## src/rtl/bus_arbiter_pkg.sv

```systemverilog
// rtl/bus_arbiter_pkg.sv - shared states and constants for the 6502 bus arbiter
package bus_arbiter_pkg;

  typedef logic [2:0] arb_state_t;

  localparam arb_state_t ST_IDLE   = 3'd0;
  localparam arb_state_t ST_HALT   = 3'd1;
  localparam arb_state_t ST_FLOAT  = 3'd2;
  localparam arb_state_t ST_XFER   = 3'd3;
  localparam arb_state_t ST_ACK    = 3'd4;
  localparam arb_state_t ST_RETURN = 3'd5;

  localparam logic BUS_RW_READ  = 1'b1;
  localparam logic BUS_RW_WRITE = 1'b0;

  localparam logic [15:0] BUS_ADDR_RST  = 16'h0000;
  localparam logic [7:0]  BUS_WDATA_RST = 8'h00;
  localparam logic        BUS_RW_RST    = BUS_RW_READ;

  // True when the captured rw value selects a bus read.
  function automatic logic is_read(input logic rw);
    return rw != BUS_RW_WRITE;
  endfunction

endpackage

```

## src/rtl/arb_down_counter.sv

```systemverilog
// rtl/arb_down_counter.sv - loadable down counter that saturates at zero
module arb_down_counter #(
  parameter int WIDTH = 4
) (
  input  logic             clock,
  input  logic             reset_b,
  input  logic             load,
  input  logic [WIDTH-1:0] load_value,
  input  logic             dec,
  output logic [WIDTH-1:0] count
);

  // Load has priority; decrement stops at zero so the counter never wraps.
  always_ff @(posedge clock or negedge reset_b) begin
    if (!reset_b) begin
      count <= '0;
    end else if (load) begin
      count <= load_value;
    end else if (dec && (count != '0)) begin
      count <= count - WIDTH'(1);
    end
  end

endmodule

```

## src/rtl/bus_arbiter.sv

```systemverilog
// rtl/bus_arbiter.sv - CPU / FPGA-master 6502 bus arbiter (optional BUS_ARBITER_WAIT_EN wait states)
module bus_arbiter
  import bus_arbiter_pkg::*;
#(
  parameter int BURST_MAX   = 16,
  parameter int FAIR_GAP    = 4,
  parameter int WAIT_STATES = 1
) (
  input  logic        clock,
  input  logic        reset_b,
  output logic        cpu_rdy,
  output logic        cpu_be,
  input  logic        dma_req,
  input  logic [15:0] dma_addr,
  input  logic [7:0]  dma_wdata,
  input  logic        dma_rw,
  output logic        dma_gnt,
  output logic        dma_done,
  output logic [7:0]  dma_rdata,
  output logic        bus_oe,
  output logic [15:0] bus_addr,
  output logic [7:0]  bus_wdata,
  output logic        bus_rw,
  input  logic [7:0]  bus_rdata
);

  localparam int BW    = $clog2(BURST_MAX + 1);
  localparam int GAP_W = (FAIR_GAP > 0) ? $clog2(FAIR_GAP + 1) : 1;

  arb_state_t     state_q;
  arb_state_t     state_d;
  logic [BW-1:0]  burst_q;
  logic [GAP_W-1:0] gap_count;
  logic           gap_ready;
  logic           xfer_last;
  logic           capture;

  // The last guaranteed CPU cycle may already decide the re-grant, so the
  // CPU sees exactly FAIR_GAP IDLE cycles before the next HALT.
  assign gap_ready = (gap_count <= GAP_W'(1));

  arb_down_counter #(.WIDTH(GAP_W)) u_gap_counter (
    .clock      (clock),
    .reset_b    (reset_b),
    .load       (state_q == ST_RETURN),
    .load_value (GAP_W'(FAIR_GAP)),
    .dec        (state_q == ST_IDLE),
    .count      (gap_count)
  );

`ifdef BUS_ARBITER_WAIT_EN
  localparam int WAIT_W = (WAIT_STATES > 0) ? $clog2(WAIT_STATES + 1) : 1;

  logic [WAIT_W-1:0] wait_count;

  // Reloaded with every new access; XFER ends once it has run down to zero.
  arb_down_counter #(.WIDTH(WAIT_W)) u_wait_counter (
    .clock      (clock),
    .reset_b    (reset_b),
    .load       (capture),
    .load_value (WAIT_W'(WAIT_STATES)),
    .dec        (state_q == ST_XFER),
    .count      (wait_count)
  );

  assign xfer_last = (wait_count == '0);
`else
  // Without wait states every XFER is a single cycle for any legal setting.
  assign xfer_last = (WAIT_STATES >= 0);
`endif

  // Next-state decode.
  always_comb begin
    state_d = state_q;
    case (state_q)
      ST_IDLE:   if (dma_req && gap_ready) state_d = ST_HALT;
      ST_HALT:   state_d = dma_req ? ST_FLOAT : ST_RETURN;
      ST_FLOAT:  state_d = dma_req ? ST_XFER : ST_RETURN;
      ST_XFER:   if (xfer_last) state_d = ST_ACK;
      ST_ACK:    state_d = (dma_req && (burst_q < BW'(BURST_MAX))) ? ST_XFER : ST_RETURN;
      ST_RETURN: state_d = ST_IDLE;
      default:   state_d = ST_IDLE;
    endcase
  end

  assign capture = (state_d == ST_XFER) && ((state_q == ST_FLOAT) || (state_q == ST_ACK));

  // State register and Moore outputs registered from the next state.
  always_ff @(posedge clock or negedge reset_b) begin
    if (!reset_b) begin
      state_q  <= ST_IDLE;
      cpu_rdy  <= 1'b1;
      cpu_be   <= 1'b1;
      bus_oe   <= 1'b0;
      dma_gnt  <= 1'b0;
      dma_done <= 1'b0;
    end else begin
      state_q  <= state_d;
      cpu_rdy  <= (state_d == ST_IDLE);
      cpu_be   <= !(state_d inside {ST_FLOAT, ST_XFER, ST_ACK});
      bus_oe   <= (state_d inside {ST_XFER, ST_ACK});
      dma_gnt  <= (state_d inside {ST_XFER, ST_ACK});
      dma_done <= (state_d == ST_ACK);
    end
  end

  // Count completed accesses of the current grant; the step lands as ACK is
  // entered so ACK decides on the count including its own access.
  always_ff @(posedge clock or negedge reset_b) begin
    if (!reset_b) begin
      burst_q <= '0;
    end else if (capture && (state_q == ST_FLOAT)) begin
      burst_q <= '0;
    end else if ((state_q == ST_XFER) && xfer_last && (burst_q != BW'(BURST_MAX))) begin
      burst_q <= burst_q + BW'(1);
    end
  end

  // Latch the master's access into the bus drivers at the start of each XFER.
  always_ff @(posedge clock or negedge reset_b) begin
    if (!reset_b) begin
      bus_addr  <= BUS_ADDR_RST;
      bus_wdata <= BUS_WDATA_RST;
      bus_rw    <= BUS_RW_RST;
    end else if (capture) begin
      bus_addr  <= dma_addr;
      bus_wdata <= dma_wdata;
      bus_rw    <= dma_rw;
    end
  end

  // Read data is sampled on the final XFER edge and held until the next read.
  always_ff @(posedge clock or negedge reset_b) begin
    if (!reset_b) begin
      dma_rdata <= 8'h00;
    end else if ((state_q == ST_XFER) && xfer_last && is_read(bus_rw)) begin
      dma_rdata <= bus_rdata;
    end
  end

endmodule

```

## config.mk

```make
export PLATFORM = sky130hd
export DESIGN_NAME = bus_arbiter
export DESIGN_NICKNAME = d
export VERILOG_FILES = /design/src/rtl/bus_arbiter_pkg.sv /design/src/rtl/arb_down_counter.sv /design/src/rtl/bus_arbiter.sv
export SDC_FILE = /design/constraint.sdc
export NUM_CORES = 1
export LEC_CHECK = 0
export ABC_AREA = 1
export CORE_AREA = 2 2 65 83
export DETAILED_ROUTE_END_ITERATION = 16
export DIE_AREA = 0 0 67 85
export PLACE_DENSITY = 0.77
export SYNTH_ARGS = -nofsm -noshare
export SYNTH_HDL_FRONTEND = slang
export SYNTH_SLANG_ARGS = --single-unit
```

## constraint.sdc

```tcl
create_clock -name clock -period 1.7 [get_ports clock]
set_input_delay 0.34 -clock clock [delete_from_list [all_inputs] [get_ports clock]]
set_output_delay 0.34 -clock clock [all_outputs]
set_load 0.1 [all_outputs]
```

==> flow_summary.yaml <==
grt:
  grt_first_pass_wirelength_mm: 8.852
  globalRouteTotalUtil_pct: 20.18
  grt_max_degree: 49
  grt_pass1_vias: 1988
  use_met1_pct: 21.67
  grt-ovfl-total: 0
  grt.busiest_layer: "met2"
  grtUsageMet3_pct: 6.101
  gr-usage-met2_pct: 35.46
  antenna_found_initial: 0
clock_network:
  clk_path_buf_depth: 2
  cts_setup_buffers: 0
  clkTransAtPathRegs_ns: 0.08
  numCtsBuffers: 5
  cts_tree: "done"
  clock_latency_ns: 0.30
  clockRootBuffer: "clkbuf_8"
  h-tree-depth: 2
  cts_sinks: 48
die:
  coreArea_sq_um: 4935
  rows: 29
  chipHeight_microns: 85
  die_w_microns: 67
  die_area_sq_um: 5695
  io_pins: 74
  start_util_pct: 43.38
critical_path:
  cp.depth: 8
  slowest_delay_ns: 0.55
  r2r_slack_ns: 0.22
  cpMostUsedCell: "nand3_1"
  cp_slowest_cell: "clkdlybuf4s50_1"
  path_delay_family: "buffers and inverters"
  cp-start-kind: "primary input"
  path_buf_inv: 3
  worstPathMaxFanout: 11
  end_kind: "flip-flop"
  crit_required_ns: 1.94
  critical_path_class: "in -> reg"
  reg2reg_depth: 8
  timing.critical_path.cells: "clkdlybuf4s50_1, inv_2, nor2_1, nand3_1, nand3_4, buf_4, nand3_1, nand2_1"
  cp_data_arrival_time_ns: 1.78
synth:
  synth_flop_cell: "dfrtp_1"
  synth_edf_count: 0
  synth_top_cell_area_share_pct: 52.60
  synth.avg_cell_area_sq_um: 9.149
  ys_async_sr_fraction_pct: 100.0
  ys_seq_area_share_pct: 56.28
  syn_area_sq_um: 2141
  ys_top_cells_by_count: "nand2_1 (83), dfrtp_1 (45), nand3_1 (44)"
  ys_ff_latch: 48
  synthCells: 234
  yosys_warnings: 0
  synth.most_common_cell: "nand2_1"
  synth_cell_types: 29
  syn_nets: 275
  synth_area_leaders: "dfrtp_1 (53%), nand2_1 (15%), nand3_1 (10%)"
  synth_top_area_cell: "dfrtp_1"
sta:
  worst_pin_slew_ns: 0.3213
  final_hold_viol_count: 1
  period_share_pct: 90.72
  fin_skew_ns: 0.01237
  timing.fmax_mhz: 648.4
  rsz0062_at_grt: "false"
  layout_min_cycle_time_ns: 1.542
  setup_viol: 0
  hold_ws_ns: -0.0002466
  slew_violations: 0
  relSlewSlack_pct: 78.47
detailed_routing:
  drtAntennaViolNets: 0
  via_count: 1845
  routed_wl_mm: 4.870
  wl_per_cell_microns: 12.95
  first_pass_iters: 4
  drc: 0
  drt-vias-per-instance: 4.907
  drtIter0Drc: 88
hold_path:
  hold_class: "in -> async"
final_layout:
  layout.nets: 354
  drive_gt1_share_pct: 23.25
  synthToLayoutAreaGrowth_pct: 64.11
  diodes: 0
place:
  port_buffers: 73
  place.gp.congestion: 0.8075
  dp_hpwl_mm: 3.692
status:
  violations: "hold timing"
  outcome: "finished, violations left"
flow_run:
  maxCapViolCount: 0
-- registers in the layout, indices dropped and copies added (netlist names) --
register / count
burst_q: 5
bus_addr: 16
bus_oe: 1
bus_rw: 1
bus_wdata: 8
cpu_be: 1
cpu_rdy: 1
dma_done: 1
dma_rdata: 8
state_q: 3
u_gap_counter.count: 3
-- final cells by class --
type,count,area (sq um)
Clock buffer,5,68.82
Inverter,14,52.55
Timing Repair Buffer,82,1224
Sequential cell,48,1205
Multi-Input combinational cell,162,817.0
Clock inverter,3,68.82
Tap cell,62,77.57
Fill cell,379,1421
-- final timing paths --
kind / start / endpoint
max reg2reg: state_q[1]$_DFF_PN0_ / bus_addr[0]$_DFFE_PN0P_
max: dma_req / bus_wdata[6]$_DFFE_PN0P_
max in group asynchronous: reset_b / cpu_rdy$_DFF_PN1_
min: reset_b / u_gap_counter.count[0]$_DFFE_PN0P_
min in group clock: bus_addr[2]$_DFFE_PN0P_ / bus_addr[2]$_DFFE_PN0P_
min reg2reg: bus_addr[2]$_DFFE_PN0P_ / bus_addr[2]$_DFFE_PN0P_
-- layer usage --
layer	wire length [microns]	vias up
li1	-	912
met1	1720	851
met2	2617	70
met3	380	12
met4	150	0
met5	0	-
-- through the flow --
step           cells  utilization (%)  setup TNS (ns)  instance area (sq um)  worst slack (ns)
6_report         376            71.20               0                   3513            0.1577
5_1_grt          376            71.20               0                   3513           0.01740
4_1_cts          376            70.87               0                   3497            0.1357
3_5_place_dp     368            68.08          -3.602                   3359           -0.1734
3_3_place_gp     368            68.08          -2.432                   3359           -0.1007
2_1_floorplan    234                -               0                   2141           0.03603
-- cell usage in the layout, fill, tap and decap left out, types with 5 or more instances in the layout --
cell              n
ha_1              5
buf_4             5
buf_12           42
inv_1             9
clkbuf_8          5
nand2_1          83
dfrtp_1          45
clkdlybuf4s50_1  34
nor2_1            7
nand3_1          44
-- cells by family (layout without fill, tap and decap cells) --
kind of cell             count (synthesis)  in the layout  synth area share (%)
XOR/XNOR                                 2              2                0.8184
adder cells (fa/ha/maj)                  5              5                 2.922
AO/OA/AOI/OAI                            8              8                 2.162
AND/OR/NAND/NOR                        147            147                 31.50
flip-flops                              48             48                 56.28
buffers and inverters                   24            104                 6.311
-- what timing repair did --
item	4_1_cts	5_1_grt
gates resized for setup	0	2
setup endpoints to repair	0	11
endpoints found under the hold margin	0	0
hold buffers	0	0
Power is not shown: default switching activity piles up to over one toggle a cycle in this logic, so the estimate is an artifact.
